**src/rtl/cmd_mem_loader_if.sv**
```systemverilog
// -----------------------------------------------------------------------------
// cmd_mem_loader_if
//   Bundles the host word stream and the command memory write port seen by
//   cmd_mem_loader.
//
//   Host word stream:
//     word_in          host data word
//     word_valid       word_in valid
//     word_last        marks the final word of a program
//     word_ready       loader accepts a word this cycle
//   Command memory write port:
//     cmd_write_addr   command memory write address
//     cmd_write        packed command
//     cmd_write_enable one-cycle write strobe
//
//   Modports:
//     master  host / processor side (drives words, observes the write port)
//     slave   the loader itself
//   Parameters must match the ones given to cmd_mem_loader.
// -----------------------------------------------------------------------------
interface cmd_mem_loader_if #(
  parameter int CMD_WIDTH      = 128,
  parameter int CMD_ADDR_WIDTH = 8,
  parameter int WORD_WIDTH     = 32
);
  logic [WORD_WIDTH-1:0]     word_in;
  logic                      word_valid;
  logic                      word_last;
  logic                      word_ready;
  logic [CMD_ADDR_WIDTH-1:0] cmd_write_addr;
  logic [CMD_WIDTH-1:0]      cmd_write;
  logic                      cmd_write_enable;

  modport master (
    output word_in, word_valid, word_last,
    input  word_ready, cmd_write_addr, cmd_write, cmd_write_enable
  );

  modport slave (
    input  word_in, word_valid, word_last,
    output word_ready, cmd_write_addr, cmd_write, cmd_write_enable
  );
endinterface

```
**src/rtl/cmd_mem_loader.sv**
```systemverilog
// -----------------------------------------------------------------------------
// cmd_mem_loader
//   Loads a program into the processor's command memory and controls the
//   processor reset. 32-bit host words are packed (word k into bits
//   [WORD_WIDTH*(k+1)-1 : WORD_WIDTH*k]) into CMD_WIDTH-bit commands that are
//   written to consecutive addresses starting at 0. The core is held in reset
//   while loading and released on a start pulse.
//
//   Ports:
//     clk         system clock, rising edge
//     reset       synchronous active-high reset
//     bus         cmd_mem_loader_if.slave (word stream + command write port)
//     start       pulse: release the processor (IDLE or LOADED)
//     stop        pulse: abort, back to IDLE (wins over start)
//     proc_reset  processor reset, active-high (low only in RUN)
//     running     high in RUN
//     cmd_count   commands written by the last load, saturates at depth
//     overflow    sticky: program exceeded the command memory depth
//     checksum    XOR of the words of the current load
//                 (only when CMD_MEM_LOADER_CHECKSUM_EN is defined)
//
//   Optional feature macro: CMD_MEM_LOADER_CHECKSUM_EN
// -----------------------------------------------------------------------------
module cmd_mem_loader #(
  parameter int CMD_WIDTH      = 128,
  parameter int CMD_ADDR_WIDTH = 8,
  parameter int WORD_WIDTH     = 32
) (
  input  logic                      clk,
  input  logic                      reset,
  cmd_mem_loader_if.slave           bus,
  input  logic                      start,
  input  logic                      stop,
  output logic                      proc_reset,
  output logic                      running,
  output logic [CMD_ADDR_WIDTH:0]   cmd_count,
  output logic                      overflow
`ifdef CMD_MEM_LOADER_CHECKSUM_EN
  ,
  output logic [WORD_WIDTH-1:0]     checksum
`endif
);

  localparam int W      = CMD_WIDTH / WORD_WIDTH;
  localparam int SLOT_W = (W > 1) ? $clog2(W) : 1;
  localparam logic [SLOT_W-1:0] LAST_SLOT = SLOT_W'(W - 1);

  typedef enum logic [1:0] {S_IDLE, S_LOAD, S_LOADED, S_RUN} state_e;

  state_e                    state_q, state_d;
  logic [SLOT_W-1:0]         slot_q, slot_d;
  logic [CMD_WIDTH-1:0]      pack_q, pack_d;
  logic [CMD_WIDTH-1:0]      cmd_q, cmd_d;
  logic [CMD_ADDR_WIDTH-1:0] addr_q, addr_d;
  logic                      we_q, we_d;
  logic [CMD_ADDR_WIDTH:0]   count_q, count_d;
  logic                      ovf_q, ovf_d;

  logic                      accept;
  logic                      fresh;
  logic                      complete;
  logic [CMD_ADDR_WIDTH:0]   count_eff;
  logic [CMD_WIDTH-1:0]      filled;

  // word_ready is driven from state only, so accept never loops back into it.
  assign accept   = bus.word_valid && bus.word_ready;
  // A word accepted in IDLE starts a new program: counters restart from zero.
  assign fresh    = (state_q == S_IDLE);
  assign complete = accept && (bus.word_last || (slot_q == LAST_SLOT));
  assign count_eff = fresh ? '0 : count_q;

  // slot_q and pack_q are kept at zero outside LOAD, so a fresh program
  // naturally starts at slot 0 and unfilled slots of a short command read 0.
  generate
    for (genvar gi = 0; gi < W; gi++) begin : g_slot
      assign filled[gi*WORD_WIDTH +: WORD_WIDTH] =
        (slot_q == SLOT_W'(gi)) ? bus.word_in : pack_q[gi*WORD_WIDTH +: WORD_WIDTH];
    end
  endgenerate

  // ---------------------------------------------------------------------------
  // FSM: state register
  // ---------------------------------------------------------------------------
  always_ff @(posedge clk) begin
    if (reset) begin
      state_q <= S_IDLE;
    end else begin
      state_q <= state_d;
    end
  end

  // ---------------------------------------------------------------------------
  // FSM: next-state logic
  // ---------------------------------------------------------------------------
  always_comb begin
    state_d = state_q;
    if (stop) begin
      state_d = S_IDLE;
    end else begin
      case (state_q)
        S_IDLE: begin
          // A word arriving together with start takes priority: loading begins.
          if (accept) begin
            state_d = bus.word_last ? S_LOADED : S_LOAD;
          end else if (start) begin
            state_d = S_RUN;
          end
        end
        S_LOAD: begin
          if (accept && bus.word_last) begin
            state_d = S_LOADED;
          end
        end
        S_LOADED: begin
          if (start) begin
            state_d = S_RUN;
          end
        end
        S_RUN:   state_d = S_RUN;
        default: state_d = S_IDLE;
      endcase
    end
  end

  // ---------------------------------------------------------------------------
  // FSM: outputs (Moore, from state only)
  // ---------------------------------------------------------------------------
  always_comb begin
    bus.word_ready = 1'b0;
    proc_reset     = 1'b1;
    running        = 1'b0;
    case (state_q)
      S_IDLE, S_LOAD: bus.word_ready = 1'b1;
      S_RUN: begin
        proc_reset = 1'b0;
        running    = 1'b1;
      end
      default: ;
    endcase
  end

  // ---------------------------------------------------------------------------
  // Packing, write port and counters
  // ---------------------------------------------------------------------------
  always_comb begin
    slot_d  = slot_q;
    pack_d  = pack_q;
    cmd_d   = cmd_q;
    addr_d  = addr_q;
    we_d    = 1'b0;
    count_d = count_q;
    ovf_d   = ovf_q;
    if (stop) begin
      // Abandon any partial command; it is never written.
      slot_d = '0;
      pack_d = '0;
    end else if (accept) begin
      if (fresh) begin
        count_d = '0;
        ovf_d   = 1'b0;
      end
      if (complete) begin
        slot_d = '0;
        pack_d = '0;
        // count_eff's MSB set means every address has been written once:
        // the address must not wrap, so the write is dropped instead.
        if (count_eff[CMD_ADDR_WIDTH]) begin
          ovf_d = 1'b1;
        end else begin
          we_d    = 1'b1;
          cmd_d   = filled;
          addr_d  = count_eff[CMD_ADDR_WIDTH-1:0];
          count_d = count_eff + 1'b1;
        end
      end else begin
        slot_d = slot_q + 1'b1;
        pack_d = filled;
      end
    end
  end

  always_ff @(posedge clk) begin
    if (reset) begin
      slot_q  <= '0;
      pack_q  <= '0;
      cmd_q   <= '0;
      addr_q  <= '0;
      we_q    <= 1'b0;
      count_q <= '0;
      ovf_q   <= 1'b0;
    end else begin
      slot_q  <= slot_d;
      pack_q  <= pack_d;
      cmd_q   <= cmd_d;
      addr_q  <= addr_d;
      we_q    <= we_d;
      count_q <= count_d;
      ovf_q   <= ovf_d;
    end
  end

  assign bus.cmd_write        = cmd_q;
  assign bus.cmd_write_addr   = addr_q;
  assign bus.cmd_write_enable = we_q;
  assign cmd_count            = count_q;
  assign overflow             = ovf_q;

`ifdef CMD_MEM_LOADER_CHECKSUM_EN
  logic [WORD_WIDTH-1:0] csum_q, csum_d;

  always_comb begin
    csum_d = csum_q;
    if (stop) begin
      csum_d = '0;
    end else if (accept) begin
      // The first word of a new program restarts the running XOR.
      csum_d = fresh ? bus.word_in : (csum_q ^ bus.word_in);
    end
  end

  always_ff @(posedge clk) begin
    if (reset) begin
      csum_q <= '0;
    end else begin
      csum_q <= csum_d;
    end
  end

  assign checksum = csum_q;
`endif

endmodule

```
**src/flat_wrapper.sv**
```systemverilog
// flat-port wrapper written by rule: the top's interface ports become plain ports
module cmd_mem_loader_flat 
#(
  parameter int CMD_WIDTH      = 128,
  parameter int CMD_ADDR_WIDTH = 8,
  parameter int WORD_WIDTH     = 32
)
  (clk, reset, start, stop, proc_reset, running, cmd_count, overflow, bus_word_in, bus_word_valid, bus_word_last, bus_word_ready, bus_cmd_write_addr, bus_cmd_write, bus_cmd_write_enable);
  cmd_mem_loader_if #(.CMD_WIDTH(CMD_WIDTH), .CMD_ADDR_WIDTH(CMD_ADDR_WIDTH), .WORD_WIDTH(WORD_WIDTH)) bus_i ();
  input  logic clk;
  input  logic reset;
  input  logic start;
  input  logic stop;
  output logic proc_reset;
  output logic running;
  output logic [CMD_ADDR_WIDTH:0] cmd_count;
  output logic overflow;
  input wire logic [$bits(bus_i.word_in)-1:0] bus_word_in;
  input wire logic [$bits(bus_i.word_valid)-1:0] bus_word_valid;
  input wire logic [$bits(bus_i.word_last)-1:0] bus_word_last;
  output wire logic [$bits(bus_i.word_ready)-1:0] bus_word_ready;
  output wire logic [$bits(bus_i.cmd_write_addr)-1:0] bus_cmd_write_addr;
  output wire logic [$bits(bus_i.cmd_write)-1:0] bus_cmd_write;
  output wire logic [$bits(bus_i.cmd_write_enable)-1:0] bus_cmd_write_enable;
  assign bus_i.word_in = bus_word_in;
  assign bus_i.word_valid = bus_word_valid;
  assign bus_i.word_last = bus_word_last;
  assign bus_word_ready = bus_i.word_ready;
  assign bus_cmd_write_addr = bus_i.cmd_write_addr;
  assign bus_cmd_write = bus_i.cmd_write;
  assign bus_cmd_write_enable = bus_i.cmd_write_enable;
  cmd_mem_loader #(.CMD_WIDTH(CMD_WIDTH), .CMD_ADDR_WIDTH(CMD_ADDR_WIDTH), .WORD_WIDTH(WORD_WIDTH)) u_core (.clk(clk), .reset(reset), .bus(bus_i), .start(start), .stop(stop), .proc_reset(proc_reset), .running(running), .cmd_count(cmd_count), .overflow(overflow));
endmodule
```
**config.mk**
```make
export PLATFORM = sky130hd
export DESIGN_NAME = cmd_mem_loader_flat
export DESIGN_NICKNAME = d
export VERILOG_FILES = /design/src/rtl/cmd_mem_loader_if.sv /design/src/rtl/cmd_mem_loader.sv /design/src/flat_wrapper.sv
export SDC_FILE = /design/constraint.sdc
export NUM_CORES = 1
export LEC_CHECK = 0
export CAP_MARGIN = 25
export CORE_MARGIN = 3
export CORE_UTILIZATION = 48
export DETAILED_ROUTE_END_ITERATION = 10
export PLACE_DENSITY = 0.79
export SLEW_MARGIN = 15
export SYNTH_ARGS = -nofsm -noshare
export SYNTH_HDL_FRONTEND = slang
export SYNTH_SLANG_ARGS = --single-unit
```
**constraint.sdc**
```tcl
create_clock -name clk -period 1.58 [get_ports clk]
set_input_delay 0.158 -clock clk [delete_from_list [all_inputs] [get_ports clk]]
set_output_delay 0.158 -clock clk [all_outputs]
set_load 0.005 [all_outputs]
```
; ---- After elaboration in Yosys (flattened, before gate mapping)
; Cells that the tools add are included.
[classes]
eq_ne = 7
reduce_logical = 11
add_sub_neg = 2
muxes = 21
bitwise = 4
[ops]
columns = op, n
row1 = 128-bit 2-to-1 mux, 1
row2 = 32-bit 2-to-1 mux, 4
row3 = 9-bit 2-to-1 mux, 3
row4 = 2-bit 2-to-1 mux, 5
row5 = 9-bit by 1-bit adder with 9-bit output (second input constant), 1
row6 = 2-bit equality test (second input constant), 4
row7 = 2-bit case mux with 4 select lines, 1
row8 = 1-bit 2-to-1 mux, 7
row9 = 2-bit by 1-bit equality test with 1-bit output (second input constant), 2
row10 = 2-bit logical NOT, 2
row11 = 1-bit NOT, 4
row12 = 4-bit AND reduction, 1
row13 = 2-bit OR reduction, 2
row14 = 4-bit OR reduction, 1
row15 = 1-bit logical AND, 3
row16 = 2-bit by 1-bit adder with 2-bit output (second input constant), 1
row17 = 2-bit by 1-bit inequality test with 1-bit output (second input constant), 1
row18 = 2-bit AND reduction, 1
row19 = 1-bit logical OR, 1
[word_totals]
out_inout_bits = 150
inputBits = 38
reg_bits = 279
wordCells = 53

; ---- Logic depth before layout (Yosys ltp)
[logic_depth]
word_depth = 7
ltp_mapped = 9
ltp_nobuf = 7

; ---- Worst setup path before layout
; OpenSTA, ideal clock, no wires.
[synth_path]
path_kind = reg-to-reg
startpoint = register u_core.state_q[0]
endpoint = register u_core.count_q[6], in the netlist u_core.cmd_count[6]
n_path_buf = 2
stages_incl_launch_ff = 10
slack_ns = -0.164
setup_time_ns = 0.128
t_arrival_ns = 1.617
cell_sequence = dfxtp_1 -> buf_2 -> or2_2 -> clkbuf_1 -> and2_1 -> ha_1 -> nand4_1 -> nor4_1 -> xor2_1 -> nor2_1
[synth_between]
word_cells_on_any_way = 11
classes_between = add/sub (1) / eq/ne (1) / mux (4) / reduce/logical (5)
[synth_rtl]
columns = item, line
row1 = from (decl), cmd_mem_loader.sv:50  ; state_e state_q, state_d;
row2 = from (signal assigned), cmd_mem_loader.sv:88  ; state_q <= state_d;
row3 = 2-bit logical NOT, cmd_mem_loader.sv:68  ; assign fresh = (state_q == S_IDLE);
row4 = 9-bit 2-to-1 mux, cmd_mem_loader.sv:70  ; assign count_eff = fresh ? '0 : count_q;
row5 = via u_core.count_eff[1], cmd_mem_loader.sv:62  ; logic [CMD_ADDR_WIDTH:0] count_eff;
row6 = 9-bit by 1-bit adder with 9-bit output, cmd_mem_loader.sv:173  ; count_d = count_eff + 1'b1;
row7 = 9-bit 2-to-1 mux, cmd_mem_loader.sv:167  ; if (count_eff[CMD_ADDR_WIDTH]) begin
row8 = 9-bit 2-to-1 mux, cmd_mem_loader.sv:162  ; if (complete) begin
row9 = to (signal assigned), cmd_mem_loader.sv:197  ; count_q <= count_d;
row10 = to (decl), cmd_mem_loader.sv:56  ; logic [CMD_ADDR_WIDTH:0] count_q, count_d;
; The timed path passes the listed nets, and every way through them passes these cells.
; A chain may end at the register's enable or synchronous reset.

; ---- Worst setup path after layout
[layout_path]
startpoint = register u_core.slot_q[0]
endpoint = register u_core.cmd_q[76], in the netlist u_core.bus.cmd_write[76]
[layout_between]
elab_chain_len = 4
word_cells_on_any_way = 6
classes_between = eq/ne (2) / mux (1) / reduce/logical (3)
[layout_rtl]
columns = item, line
row1 = from (decl), cmd_mem_loader.sv:51  ; logic [SLOT_W-1:0] slot_q, slot_d;
row2 = from (signal assigned), cmd_mem_loader.sv:192  ; slot_q <= slot_d;
row3 = 2-bit equality test, cmd_mem_loader.sv:69  ; assign complete = accept && (bus.word_last || (slot_q == LAST_SLOT));
row4 = 1-bit logical OR, cmd_mem_loader.sv:69
row5 = 1-bit logical AND, cmd_mem_loader.sv:69
row6 = 4-bit AND reduction (no source line), -
row7 = to (signal assigned), cmd_mem_loader.sv:194  ; cmd_q <= cmd_d;
row8 = to (decl), cmd_mem_loader.sv:53  ; logic [CMD_WIDTH-1:0] cmd_q, cmd_d;
; Parallel ways exist; a longest one is shown, timed or not.

==> flow_results.xml <==
<?xml version="1.0" encoding="UTF-8"?>
<metrics>
  <group name="cts">
    <metric name="cts_buffer_depth" unit="">3</metric>
    <metric name="cts_root_buffer" unit="">clkbuf_16</metric>
    <metric name="clock_sink_total" unit="">279</metric>
    <metric name="htree_levels" unit="">1</metric>
    <metric name="tritoncts" unit="">built</metric>
    <metric name="worst_skew_pair.late_latency" unit="ns">0.54</metric>
    <metric name="holdBufCountCts" unit="">0</metric>
    <metric name="clkSlewWorstSetupHoldPaths" unit="ns">0.07</metric>
    <metric name="cts-buffers-inserted" unit="">28</metric>
  </group>
  <group name="final_layout">
    <metric name="layout.filler_cells" unit="">1218</metric>
    <metric name="design.final.nets" unit="">1423</metric>
    <metric name="syn2layout_area_growth" unit="%">58.0</metric>
    <metric name="layout.cell_area.non_filler" unit="um^2">17500</metric>
    <metric name="multi_input_area" unit="um^2">5870</metric>
    <metric name="layout.area.seq" unit="um^2">5630</metric>
    <metric name="drive_gt1_share" unit="%">34.2</metric>
  </group>
  <group name="global_routing">
    <metric name="globalRouteTotalUtil" unit="%">29.3</metric>
    <metric name="initial_antenna_violation_count" unit="">0</metric>
    <metric name="first_pass_grt_wire_length" unit="um">57400</metric>
    <metric name="first_global_vias" unit="">10145</metric>
    <metric name="global_route.overflow_total" unit="">0</metric>
    <metric name="grt_start_max_net_pins" unit="">148</metric>
  </group>
  <group name="die">
    <metric name="initial_utilization" unit="%">49.7</metric>
    <metric name="core_area" unit="um^2">22200</metric>
    <metric name="floorplan.die.height" unit="um">158</metric>
    <metric name="die-area" unit="um^2">24900</metric>
    <metric name="core.rowCount" unit="">54</metric>
    <metric name="die-width" unit="um">158</metric>
    <metric name="io-pin-count" unit="">188</metric>
  </group>
  <group name="sta">
    <metric name="maxSlewHeadroom" unit="%">37.4</metric>
    <metric name="final.setup.tns" unit="ns">-36.34</metric>
    <metric name="report.final.hold_viol_count" unit="">0</metric>
    <metric name="finClkSkew" unit="ns">0.0101</metric>
    <metric name="report.final.setup_viol" unit="">294</metric>
    <metric name="final.min_clock_period" unit="ns">1.92</metric>
    <metric name="setup_repair_after_global_routing_missed_its_margin" unit="">yes</metric>
    <metric name="timing_max_transition_violations_final" unit="">0</metric>
    <metric name="worst-slew-pin-transition" unit="ns">0.938</metric>
    <metric name="max_freq" unit="MHz">520</metric>
    <metric name="postLayoutSetupSlackWorst" unit="ns">-0.345</metric>
    <metric name="final_min_period_over_clock_period" unit="%">122</metric>
  </group>
  <group name="power">
    <metric name="power.leakage" unit="uW">0.00609</metric>
    <metric name="vdd.ir_drop.worst" unit="uV">778</metric>
    <metric name="total_power_density_per_cell_area" unit="nW/um^2">963</metric>
  </group>
  <group name="worst_setup_path">
    <metric name="start_kind" unit="">flop</metric>
    <metric name="crit_buf_inv" unit="">6</metric>
    <metric name="r2r_slack" unit="ns">-0.34</metric>
    <metric name="worst_path_most_repeated_cell" unit="">buf_6</metric>
    <metric name="worst-endpoint-required" unit="ns">2.00</metric>
    <metric name="timing.critical_path.arrival" unit="ns">2.34</metric>
    <metric name="cp_slowest_stage_delay" unit="ns">0.36</metric>
    <metric name="critPathSlowestCell" unit="">dfxtp_4</metric>
    <metric name="critical_path.endpoint_type" unit="">flop</metric>
    <metric name="critPathMaxFanout" unit="">12</metric>
    <metric name="critical-path-top-delay-family" unit="">buffers and inverters</metric>
    <metric name="critical_setup_path_kind" unit="">reg2reg</metric>
    <metric name="crit_path_cell_trace" unit="">buf_6, clkinvlp_4, buf_6, ha_4, buf_6, buf_12, buf_12, mux2i_1, a211oi_1</metric>
  </group>
  <group name="yosys">
    <metric name="synth-edff-count" unit="">0</metric>
    <metric name="synth_top_cell_by_area" unit="">dfxtp_1</metric>
    <metric name="yosysWarnings" unit="">0</metric>
    <metric name="cells_after_synthesis" unit="">1102</metric>
    <metric name="synth.yosys.seq_area_share" unit="%">50.5</metric>
    <metric name="synth_cell_area" unit="um^2">11100</metric>
    <metric name="syn-num-nets" unit="">1145</metric>
    <metric name="distinct_cell_type_count_after_synthesis" unit="">39</metric>
    <metric name="synth_top_cells_by_area" unit="">dfxtp_1, mux2i_1, nor2_1</metric>
    <metric name="synth.ff_latch_count" unit="">279</metric>
    <metric name="synth.cells.most_frequent" unit="">dfxtp_1, nor2_1, mux2i_1</metric>
    <metric name="post-synth-top-area-fraction" unit="%">50.5</metric>
    <metric name="async_reset_ff_share" unit="%">0</metric>
    <metric name="yosys_most_used_dff" unit="">dfxtp_1</metric>
    <metric name="synth.most_common_cell" unit="">dfxtp_1</metric>
    <metric name="syn-mean-instance-area" unit="um^2">10.0</metric>
  </group>
  <group name="detailed_routing">
    <metric name="drcViolationCount" unit="">0</metric>
    <metric name="per_cell_via_count_in_the_routed_design" unit="">6.18</metric>
    <metric name="detailedRoute.firstIterationViolations" unit="">809</metric>
    <metric name="dr_total_vias" unit="">10381</metric>
    <metric name="route.detailed.wl_per_inst" unit="um">24.7</metric>
    <metric name="routed_wirelength" unit="um">41500</metric>
    <metric name="final_ant_viol_nets" unit="">0</metric>
    <metric name="detailedRoute.firstPassIterationCount" unit="">5</metric>
  </group>
  <group name="run_status">
    <metric name="run_status" unit="">complete, but fails checks</metric>
    <metric name="failing_checks" unit="">setup timing</metric>
  </group>
  <group name="run">
    <metric name="max_cap_violations" unit="">0</metric>
  </group>
  <group name="placement">
    <metric name="finalWeightedCongestion" unit="">0.825</metric>
    <metric name="placed_area" unit="um^2">13600</metric>
    <metric name="place.detailed.hpwl" unit="um">18400</metric>
    <metric name="portBuffers" unit="">187</metric>
  </group>
  <group name="min_path">
    <metric name="min_path_type" unit="">in2reg</metric>
  </group>
</metrics>
[metal layers]
layer  track usage, %  wire length (um)  vias up
met5                0                 0        -
met4             10.7              1820        0
met3             5.69              3720      160
met2             50.9             20100      643
met1             36.3             15900     5084
li1                 -                 -     4494
[worst paths after layout]
check | from | endpoint | cells after the start
max | u_core.slot_q[0]$_SDFFE_PP0P_ | u_core.bus.cmd_write[76]$_SDFFE_PP0P_ | 9
min | reset | u_core.bus.cmd_write_enable$_SDFF_PP0_ | 3
max reg2reg | u_core.slot_q[0]$_SDFFE_PP0P_ | u_core.bus.cmd_write[76]$_SDFFE_PP0P_ | 9
min reg2reg | u_core.bus.cmd_write_addr[5]$_SDFFE_PP0P_ | u_core.bus.cmd_write_addr[5]$_SDFFE_PP0P_ | 2
[stage by stage]
step           hold slack (ns)  total power (uW)  worst slack, ns  cells  utilization (%)
3_3_place_gp             0.439              8970           -0.436   1528             61.2
2_1_floorplan            0.258              8200          -0.0395   1102                -
3_5_place_dp             0.443              9000           -0.485   1528             61.2
4_1_cts                  0.241             16500           -0.186   1659             75.4
6_report                 0.239             16800           -0.345   1679             78.6
5_1_grt                  0.255             17200           -0.447   1678             78.5
[area by class of cell]
cell class                 instances  area share [%]
antenna                            1          0.0143
clock buffer                      41            4.93
clock inverter                     7           0.774
inverter                           5           0.129
multi-input combinational        717            33.6
sequential                       279            32.2
tap                              280            2.01
timing repair buffer             349            26.3
[power breakdown]
| part | internal [uW] | switching, uW | total (uW) |
|---|---|---|---|
| sequential | 7220 | 147 | 7370 |
| combinational | 1150 | 1120 | 2270 |
| clock | 4390 | 2790 | 7180 |
[worst register-to-register path: stages, from the launching register on]
cell and delay, ns:
dfxtp_4 0.36, buf_6 0.11, clkinvlp_4 0.12, buf_6 0.14, ha_4 0.16, buf_6 0.13, buf_12 0.14, buf_12 0.16
mux2i_1 0.14, a211oi_1 0.34
[repair_timing]
item | CTS | global route
gates cloned | 33 | 10
pin swaps | 64 | 59
setup endpoints to repair | 306 | 332
endpoints found under the hold margin | 0 | 0
resized for setup | 204 | 113
setup buffers | 54 | 15
[cells in the final DEF, fill, tap and decap left out, types with 38 or more instances in the layout]
cell and count:
a211oi_1 53, clkbuf_16 38, dfxtp_1 254, mux2i_1 115
a22oi_2 76, nor2_1 194, nor2_2 38, buf_4 45
a211oi_2 75, buf_12 43, clkdlybuf4s50_1 174
[kinds of logic (layout without fill, tap and decap cells)]
logic type / count (synthesis) / count (layout) / synth area share (%)
fa+ha+maj: 5 / 5 / 0.566
buf+inv: 107 / 402 / 4.63
other cells: 0 / 1 / 0
simple gates: 327 / 327 / 12.7
flops: 279 / 279 / 50.5
mux: 128 / 128 / 11.6
compound gates: 250 / 251 / 19.5
xor+xnor: 6 / 6 / 0.475
[flip-flops by register name, indices dropped and copies added, names as in the netlist]
register                     count
u_core.bus.cmd_write           128
u_core.pack_q                  128
u_core.cmd_count                 9
u_core.bus.cmd_write_addr        8
u_core.slot_q                    2
u_core.state_q                   2
u_core.bus.cmd_write_enable      1
u_core.overflow                  1
Note: power is estimated with default switching activity, not from simulation.
